[config.mk]
export PLATFORM = sky130hd
export DESIGN_NAME = fib_seq_responder
export DESIGN_NICKNAME = d
export VERILOG_FILES = /design/src/rtl/fib_seq_responder.sv
export SDC_FILE = /design/constraint.sdc
export NUM_CORES = 1
export LEC_CHECK = 0
export ABC_AREA = 1
export CORE_AREA = 4 4 88 90
export CTS_CLUSTER_DIAMETER = 120
export DETAILED_ROUTE_END_ITERATION = 7
export DIE_AREA = 0 0 92 94
export PLACE_DENSITY = 0.43
export SLEW_MARGIN = 30
export SYNTH_ARGS = -nofsm -noshare
export SYNTH_HDL_FRONTEND = slang
export SYNTH_SLANG_ARGS = --single-unit
[constraint.sdc]
create_clock -name CLOCK_50 -period 2.3 [get_ports CLOCK_50]
set_clock_uncertainty 0.2 [all_clocks]
set_input_delay 0.345 -clock CLOCK_50 [delete_from_list [all_inputs] [get_ports CLOCK_50]]
set_output_delay 0.345 -clock CLOCK_50 [all_outputs]
set_load 0.05 [all_outputs]
[src/rtl/fib_seq_responder.sv]
// fib_seq_responder: ready/done handshake responder computing fib(x) mod 2^RESULT_WIDTH
module fib_seq_responder #(
    parameter int ARG_WIDTH    = 8,
    parameter int RESULT_WIDTH = 8
) (
    input  logic                    CLOCK_50,
    input  logic                    RESET_N,
    input  logic                    ready,
    input  logic [ARG_WIDTH-1:0]    x,
    output logic                    done,
    output logic [RESULT_WIDTH-1:0] result,
    output logic                    busy
);
    typedef enum logic [1:0] {IDLE, RUN, DONE} state_t;
    state_t                  r_state;
    logic [ARG_WIDTH-1:0]    r_cnt;
    logic [RESULT_WIDTH-1:0] r_a;
    logic [RESULT_WIDTH-1:0] r_b;
    logic [RESULT_WIDTH-1:0] r_result;
    logic                    r_done;
    logic                    r_busy;
    assign done   = r_done;
    assign result = r_result;
    assign busy   = r_busy;
    // Handshake FSM and Fibonacci iteration; every output is a register
    always_ff @(posedge CLOCK_50 or negedge RESET_N) begin
        if (!RESET_N) begin
            r_state  <= IDLE;
            r_cnt    <= '0;
            r_a      <= '0;
            r_b      <= '0;
            r_result <= '0;
            r_done   <= 1'b0;
            r_busy   <= 1'b0;
        end else begin
            case (r_state)
                IDLE: if (ready) begin
                    r_cnt   <= x;
                    r_a     <= '0;
                    r_b     <= RESULT_WIDTH'(1);
                    r_busy  <= 1'b1;
                    r_state <= RUN;
                end
                RUN: if (!ready) begin
                    r_busy  <= 1'b0;
                    r_state <= IDLE;
                end else if (r_cnt == '0) begin
                    r_result <= r_a;
                    r_done   <= 1'b1;
                    r_busy   <= 1'b0;
                    r_state  <= DONE;
                end else begin
                    r_a   <= r_b;
                    r_b   <= r_a + r_b;
                    r_cnt <= r_cnt - 1'b1;
                end
                DONE: if (!ready) begin
                    r_done  <= 1'b0;
                    r_state <= IDLE;
                end
                default: r_state <= IDLE;
            endcase
        end
    end
endmodule

Word-level counts from Yosys, hierarchy flattened --
Index checks and enable logic that the tools add are counted.
Cells by class: add/sub/neg operators 2, multiplexer cells 25, equality and inequality tests 8, reduce and logical (&&, ||, !) cells 9
Operators with widths (count):
- $mux W8 | 9
- $pmux W8 S2 | 3
- $ne A2 B2 Y1 const B | 5
- $reduce_and A3 Y1 | 3
- $add A8 B8 Y8 | 1
- $logic_not A8 Y1 | 1
- $mux W2 | 4
- $reduce_and A4 Y1 | 2
- $sub A8 B1 Y8 const B | 1
- $mux W1 | 6
- $pmux W2 S3 | 1
- $pmux W1 S2 | 2
- $reduce_bool A2 Y1 | 2
- $ne A3 B3 Y1 const B | 1
- $eq A2 B1 Y1 const B | 1
- $eq A2 B2 Y1 const B | 1
- $logic_not A2 Y1 | 1
Storage, ports and cells: output and inout port bits 10, register bits 36

Longest topological paths before layout --
Gate-level depths: netlist of run 1.
depth in word-level cells 4, gate-level depth with buffers 11

Least setup slack after synthesis of run 1 --
Ideal clock, no wire load.
kind flip-flop to flip-flop, start reg r_a[0], end reg r_b[4], arrival time 1388 ps, clock period less this slack 1653 ps, slack 647 ps, cell stages (with the launch flop) 7, cells stage by stage dfrtp_1 > ha_1 > fa_1 > a21oi_1 > xnor2_1 > nand2_1 > nand2_1
Between the ends: longest elaborated chain between the ends 4
Ends and longest elaborated chain:
- from (decl) | RTL line 17 | logic [RESULT_WIDTH-1:0] r_a;
- from (signal assigned) | RTL line 53 | r_a <= r_b;
- $add A8 B8 Y8 | RTL line 54 | r_b <= r_a + r_b;
- $mux W8 | RTL line 47 | end else if (r_cnt == '0) begin
- $mux W8 | RTL line 44 | RUN: if (!ready) begin
- $pmux W8 S2 | RTL line 36 | case (r_state)
- to (signal assigned) | RTL line 54
- to (decl) | RTL line 18 | logic [RESULT_WIDTH-1:0] r_b;
No other way between the ends. The select of a mux whose other input is x is not followed. A chain may end at the register's enable or synchronous reset.

Worst setup path after layout of run 1 --
start reg r_result[4] (netlist: result[4]), end out result[4]
RTL lines:
- from (decl) | RTL line 19 | logic [RESULT_WIDTH-1:0] r_result;
- from (signal assigned) | RTL line 48 | r_result <= r_a;
- to (decl) | RTL line 11 | output logic [RESULT_WIDTH-1:0] result,
No word-level cell between the ends.

==> results.py, run 1 <==
metrics = {
    "pwr": {
        "max-vdd-ir-drop_mv": 0.376,
        "p_sw_share_pct": 42.4,
        "seqPwrFrac_pct": 37.0,
        "leakagePower_nw": 1.22,
        "power.share.clock_pct": 18.6,
        "pwr-share-comb_pct": 44.5,
        "powerDensity_nw_per_um2": 1060,
        "p_sw_mw": 1.11,
        "internal_power_mw": 1.51,
    },
    "critical_path": {
        "path_class": "reg2out",
        "crit_chain": "clkdlybuf4s50_1",
        "worst-path-buf-inv": 1,
        "max_stage_delay_ns": 0.81,
        "slowest_stage": "clkdlybuf4s50_1",
        "cp_data_arrival_time_ns": 1.45,
        "cp-start-kind": "flip-flop",
        "critPathMaxFanout": 2,
        "crit_path_end_kind": "primary output",
        "crit_required_ns": 1.75,
        "cp_top_family": "buffers and inverters",
    },
    "grt": {
        "grt_max_degree": 37,
        "grt_pass1_wl_mm": 7.96,
        "grt_remaining_overflow": 0,
        "antenna_found_initial": 0,
        "grt_pass1_vias": 1645,
        "track_usage_pct": 11.7,
    },
    "routing": {
        "firstDrtPassIters": 4,
        "drt-initial-drc-count": 49,
        "vias_per_cell": 4.26,
        "wl_per_cell_microns": 11.7,
        "finalWirelength_mm": 4.41,
        "dr_wl_met3_microns": 176,
        "wl_met1_mm": 2.19,
        "drc_errors": 0,
        "ant_nets": 0,
        "top_layer_used": "met4",
        "vias": 1600,
        "wl_met2_mm": 1.98,
    },
    "logic_synthesis": {
        "postSynthCellCount": 253,
        "yosysWarningCount": 0,
        "synth-seq-cells": 36,
        "synth_cell_types": 27,
        "seq_area_frac_synth_pct": 44.1,
        "avgSynthCellArea_sq_um": 8.08,
        "syn_area_sq_um": 2040,
        "synth_nets": 274,
    },
    "clocking": {
        "clk_path_buf_depth": 2,
        "cts-root-buf": "clkbuf_8",
        "htreeDepth": 2,
        "cts-buffers-inserted": 5,
        "cts_resized": 0,
        "hold_buffers": 1,
        "cts.sinks": 36,
        "clk_latency_ns": 0.29,
        "cts_tree": "done",
        "cts.clk_slew.worst_paths_ns": 0.07,
        "post_cts_buffers": 0,
    },
    "cells_and_area": {
        "nNetsFinal": 298,
        "fin_cells": 376,
        "utilization_pct": 34.8,
        "diodes": 0,
        "drive_gt1_share_pct": 14.1,
        "fillCellCount": 786,
        "syn_to_final_growth_pct": 20.3,
    },
    "run_status": {
        "outcome": "completed",
    },
    "flow_run": {
        "drv_cap": 0,
    },
    "die": {
        "die-area_sq_um": 8650,
        "die_x_microns": 92,
        "fp.dieH_microns": 94,
        "core_area_sq_um": 7060,
        "row_count": 31,
        "start_util_pct": 28.9,
        "io_pins": 21,
    },
    "timing": {
        "tightest_slew_ns": 0.503,
        "finalCritPeriodShare_pct": 86.7,
        "slew_headroom_pct": 66.3,
        "final.min_clock_period_ns": 1.99,
        "max_freq_mhz": 502,
        "drv_slew": 0,
        "fin_ws_ns": 0.307,
        "rsz0062_at_grt": "false",
        "finalHoldViolations": 0,
        "tns_ns": 0,
        "fin_hold_ws_ns": 0.295,
        "finalSetupViolations": 0,
    },
    "placement": {
        "dpl.hpwl_mm": 3.11,
        "place.gp.congestion": 0.780,
        "dp_cells": 368,
        "post-place-ws_ns": 0.294,
        "numPortBuffers": 20,
    },
    "worst_hold_path": {
        "hold_class": "reg2reg",
    },
}
==> cell usage after synthesis <==
cell | number | area [sq um]
buf_6 | 4 | 45.0
inv_1 | 29 | 109
clkinv_2 | 1 | 5.00
o21ai_1 | 8 | 40.0
o21ai_0 | 8 | 40.0
ha_1 | 9 | 113
dfrtp_1 | 36 | 901
nand3_1 | 27 | 135
nor2_1 | 10 | 37.5
nand4_1 | 1 | 6.26
xnor2_1 | 3 | 26.3
inv_4 | 1 | 6.26
a21oi_1 | 4 | 20.0
o21ai_2 | 13 | 114
buf_2 | 2 | 10.0
xor2_1 | 1 | 8.76
nor2_2 | 2 | 12.5
fa_1 | 1 | 20.0
nand2_2 | 1 | 6.26
nand3_2 | 1 | 10.0
nand2_4 | 2 | 22.5
nor2_4 | 1 | 11.3
clkbuf_1 | 1 | 3.75
a22oi_1 | 1 | 7.51
or2_2 | 4 | 25.0
nand2_1 | 80 | 300
inv_2 | 2 | 7.51
==> registers in the layout, indices dropped and copies added, names as in the netlist <==
register / cells
busy: 1
done: 1
r_a: 8
r_b: 8
r_cnt: 8
r_state: 2
result: 8
==> layout make-up <==
type                    instances  area, sq um  area share, %
clock buffers                   7         96.3           3.92
inverters                      33          128           5.19
multi-input cells             177          956           38.9
flip-flops and latches         36          901           36.7
well taps                      99          124           5.04
repair buffers                 24          253           10.3
==> power groups by stage <==
| stage | logic (mW) | clock network (mW) | registers (mW) |
|---|---|---|---|
| 3_5_place_dp | 1.17 | 0 | 0.980 |
| 5_1_grt | 1.33 | 0.539 | 1.00 |
| 2_1_floorplan | 0.792 | 0 | 1.07 |
| 3_3_place_gp | 1.17 | 0 | 0.988 |
| 4_1_cts | 1.18 | 0.511 | 0.969 |
| 6_report | 1.16 | 0.486 | 0.967 |
==> per-layer routing <==
layer  track usage [%]  vias to the layer above
met1              15.2                      722
met2              18.6                       21
li1                  -                      850
met4              4.08                        0
met5                 0                        -
met3              3.53                        7
==> placed cells by master, fill, tap and decap left out, types with 2 or more instances in the layout <==
cell type	netlist	routed
clkdlybuf4s50_1	0	19
nand2_1	80	80
buf_12	0	2
o21ai_0	8	8
inv_1	29	29
inv_2	2	2
o21ai_2	13	13
clkbuf_8	0	7
dfrtp_1	36	36
nand2_4	2	2
nor2_2	2	2
or2_2	4	4
ha_1	9	9
o21ai_1	8	8
a21oi_1	4	4
xnor2_1	3	3
nor2_1	10	10
nand3_1	27	27
==> logic make-up after synthesis <==
family	count (synthesis)	synth area share, %
compound gates	34	10.8
fa+ha+maj	10	6.49
flops	36	44.1
buf+inv	40	9.12
xor+xnor	4	1.71
simple gates	129	27.7
==> final timing paths <==
| path | cells past startpoint | end | slack [ns] | start |
|---|---|---|---|---|
| setup reg to reg | 10 | r_cnt[6] | 0.33 | r_cnt[0] |
| max in group asynchronous | 3 | r_state[0] | 1.35 | RESET_N |
| hold / removal | 2 | result[0] | 0.29 | result[0] |
| setup / recovery | 1 | result[4] | 0.31 | result[4] |
| hold reg to reg | 2 | result[0] | 0.29 | result[0] |
| min in group asynchronous | 3 | r_cnt[1] | 0.34 | RESET_N |
==> per-stage QoR <==
stage	area [sq um]	power (mW)
after floorplan	2040	1.86
after global placement	2350	2.16
after detailed placement	2350	2.15
after CTS	2460	2.66
after global routing	2460	2.87
final	2460	2.62
No activity file was read; power rests on OpenSTA's default activity.
==> run 2, diff against run 1 <==
--- a/config.mk
+++ b/config.mk
@@ -6,6 +6,7 @@
 export NUM_CORES = 1
 export LEC_CHECK = 0
 export ABC_AREA = 1
+export ABC_CLOCK_PERIOD_IN_PS = 2300
 export CORE_AREA = 4 4 88 90
 export CTS_CLUSTER_DIAMETER = 120
 export DETAILED_ROUTE_END_ITERATION = 7
==> constraint.sdc (replaced) <==
create_clock -name CLOCK_50 -period 2.3 [get_ports CLOCK_50]
set_clock_uncertainty 0.2 [all_clocks]
set_input_delay 0.345 -clock CLOCK_50 [delete_from_list [all_inputs] [get_ports CLOCK_50]]
set_output_delay 0.345 -clock CLOCK_50 [all_outputs]
set_load 0.1 [all_outputs]
==> run 2 against run 1 <==
Net effect: first-iteration DRC count grew 22%; register-to-register slack is essentially flat; final cell count grew 0.27%; total power grew 3.8%; core utilization shrank 0.62 points; flip-flop and latch count is the same; non-clock buffer count is the same; sequential share of layout area grew 0.67 points; fmax grew 1.1%.
==> results.py, run 2 (synthesis gave the netlist of run 1 again) <==
metrics = {
    "placement": {
        "dp_cells": 368,
        "place.gp.congestion": 0.723,
        "numPortBuffers": 20,
        "dpl.hpwl_mm": 3.08,
    },
    "flow_run": {
        "drv_cap": 0,
    },
    "clocking": {
        "cts_tree": "done",
        "clk_path_buf_depth": 2,
        "cts.sinks": 36,
        "post_cts_buffers": 0,
        "clk_latency_ns": 0.29,
        "cts-root-buf": "clkbuf_8",
        "htreeDepth": 2,
        "cts.clk_slew.worst_paths_ns": 0.07,
        "cts-buffers-inserted": 5,
    },
    "timing": {
        "final.min_clock_period_ns": 1.97,
        "tightest_slew_ns": 0.491,
        "finalCritPeriodShare_pct": 85.7,
        "drv_slew": 0,
        "max_freq_mhz": 507,
        "slew_headroom_pct": 67.2,
        "finalHoldViolations": 0,
        "finalSetupViolations": 0,
        "tns_ns": 0,
        "rsz0062_at_grt": "false",
    },
    "cells_and_area": {
        "fin_cells": 377,
        "multiInputGateArea_sq_um": 956,
        "seqCellArea_sq_um": 901,
        "nNetsFinal": 298,
        "drive_gt1_share_pct": 17.3,
        "final_common_cell": "nand2_1",
        "final_cell_mix": "80 x nand2_1, 36 x dfrtp_1, 29 x inv_1",
        "fillCellCount": 767,
        "diodes": 0,
        "syn_to_final_growth_pct": 18.1,
    },
    "critical_path": {
        "cp-start-kind": "flip-flop",
        "cp_data_arrival_time_ns": 1.95,
        "crit_required_ns": 2.28,
        "critPathMaxFanout": 18,
        "crit_path_end_kind": "flip-flop",
        "r2r_setup_slack_ns": 0.33,
        "path_class": "reg2reg",
    },
    "pwr": {
        "leakagePower_nw": 1.23,
        "powerDensity_nw_per_um2": 1120,
        "max-vdd-ir-drop_mv": 0.495,
        "total_power_mw": 2.72,
    },
    "die": {
        "row_count": 31,
        "start_util_pct": 28.9,
        "core_area_sq_um": 7060,
        "die_x_microns": 92,
        "io_pins": 21,
        "fp.dieH_microns": 94,
        "die-area_sq_um": 8650,
    },
    "grt": {
        "grt_pass1_vias": 1645,
        "grt_pass1_wl_mm": 7.93,
        "use_met1_pct": 15.0,
        "grt-busiest-layer": "met2",
        "use_met2_pct": 18.9,
        "antenna_found_initial": 0,
        "grt_remaining_overflow": 0,
        "grt_max_degree": 37,
        "grtUsageMet3_pct": 3.04,
        "track_usage_pct": 11.6,
    },
    "routing": {
        "drt-initial-drc-count": 60,
        "firstDrtPassIters": 4,
        "drc_errors": 0,
        "ant_nets": 0,
        "vias": 1611,
        "wl_per_cell_microns": 11.7,
        "vias_per_cell": 4.27,
        "finalWirelength_mm": 4.43,
    },
    "worst_hold_path": {
        "hold_class": "reg2reg",
    },
    "run_status": {
        "outcome": "completed",
    },
}
-- run 2: area by class of cell --
cell class                      count  area share (%)
Inverter                           33            5.29
Multi-Input combinational cell    177            39.6
Sequential cell                    36            37.3
Tap cell                           99            5.13
Timing Repair Buffer               24            8.92
Clock buffer                        8            3.73
-- run 2: path summary, 6_finish.rpt --
kind / from / endpoint / cells after the start
worst max-delay path: r_cnt[0] / r_a[2] / 10
worst min-delay path: result[5] / result[5] / 2
worst max register to register: r_cnt[0] / r_a[2] / 10
worst min register to register: result[5] / result[5] / 2
max in group asynchronous: RESET_N / result[1] / 3
min in group asynchronous: RESET_N / r_cnt[4] / 3
-- run 2: routing by layer --
metal  vias up  wire [microns]
li1        854               -
met1       730            2220
met2        22            1990
met3         5             152
met4         0              68
met5         -               0
-- run 2: stage by stage --
| stage | hold WS [ns] | instance area (sq um) | worst slack, ns | util [%] |
|---|---|---|---|---|
| 2_1_floorplan | -0.151 | 2040 | 0.647 | - |
| 3_3_place_gp | 0.231 | 2310 | 0.317 | 32.8 |
| 3_5_place_dp | 0.234 | 2310 | 0.302 | 32.8 |
| 4_1_cts | 0.298 | 2410 | 0.321 | 34.2 |
| 5_1_grt | 0.336 | 2410 | 0.165 | 34.2 |
| 6_report | 0.294 | 2410 | 0.328 | 34.2 |
-- run 2: repair_timing --
item	4_1_cts	5_1_grt
resized for setup	0	0
hold buffers	1	0
endpoints found under the hold margin	36	0
-- run 2: report_power, final --
group / internal (mW) / switching, mW
combinational: 0.406 / 0.872
sequential: 0.820 / 0.152
clock: 0.244 / 0.221
total: 1.47 / 1.25
-- run 2: critical path, stage by stage (launching register included) --
cell,delay (ns)
dfrtp_1,0.40
inv_1,0.15
ha_1,0.17
nand2_1,0.06
nor2_1,0.18
nand2_2,0.10
nand2_4,0.09
nand2_4,0.16
buf_12,0.21
nand3_1,0.09
o21ai_2,0.05
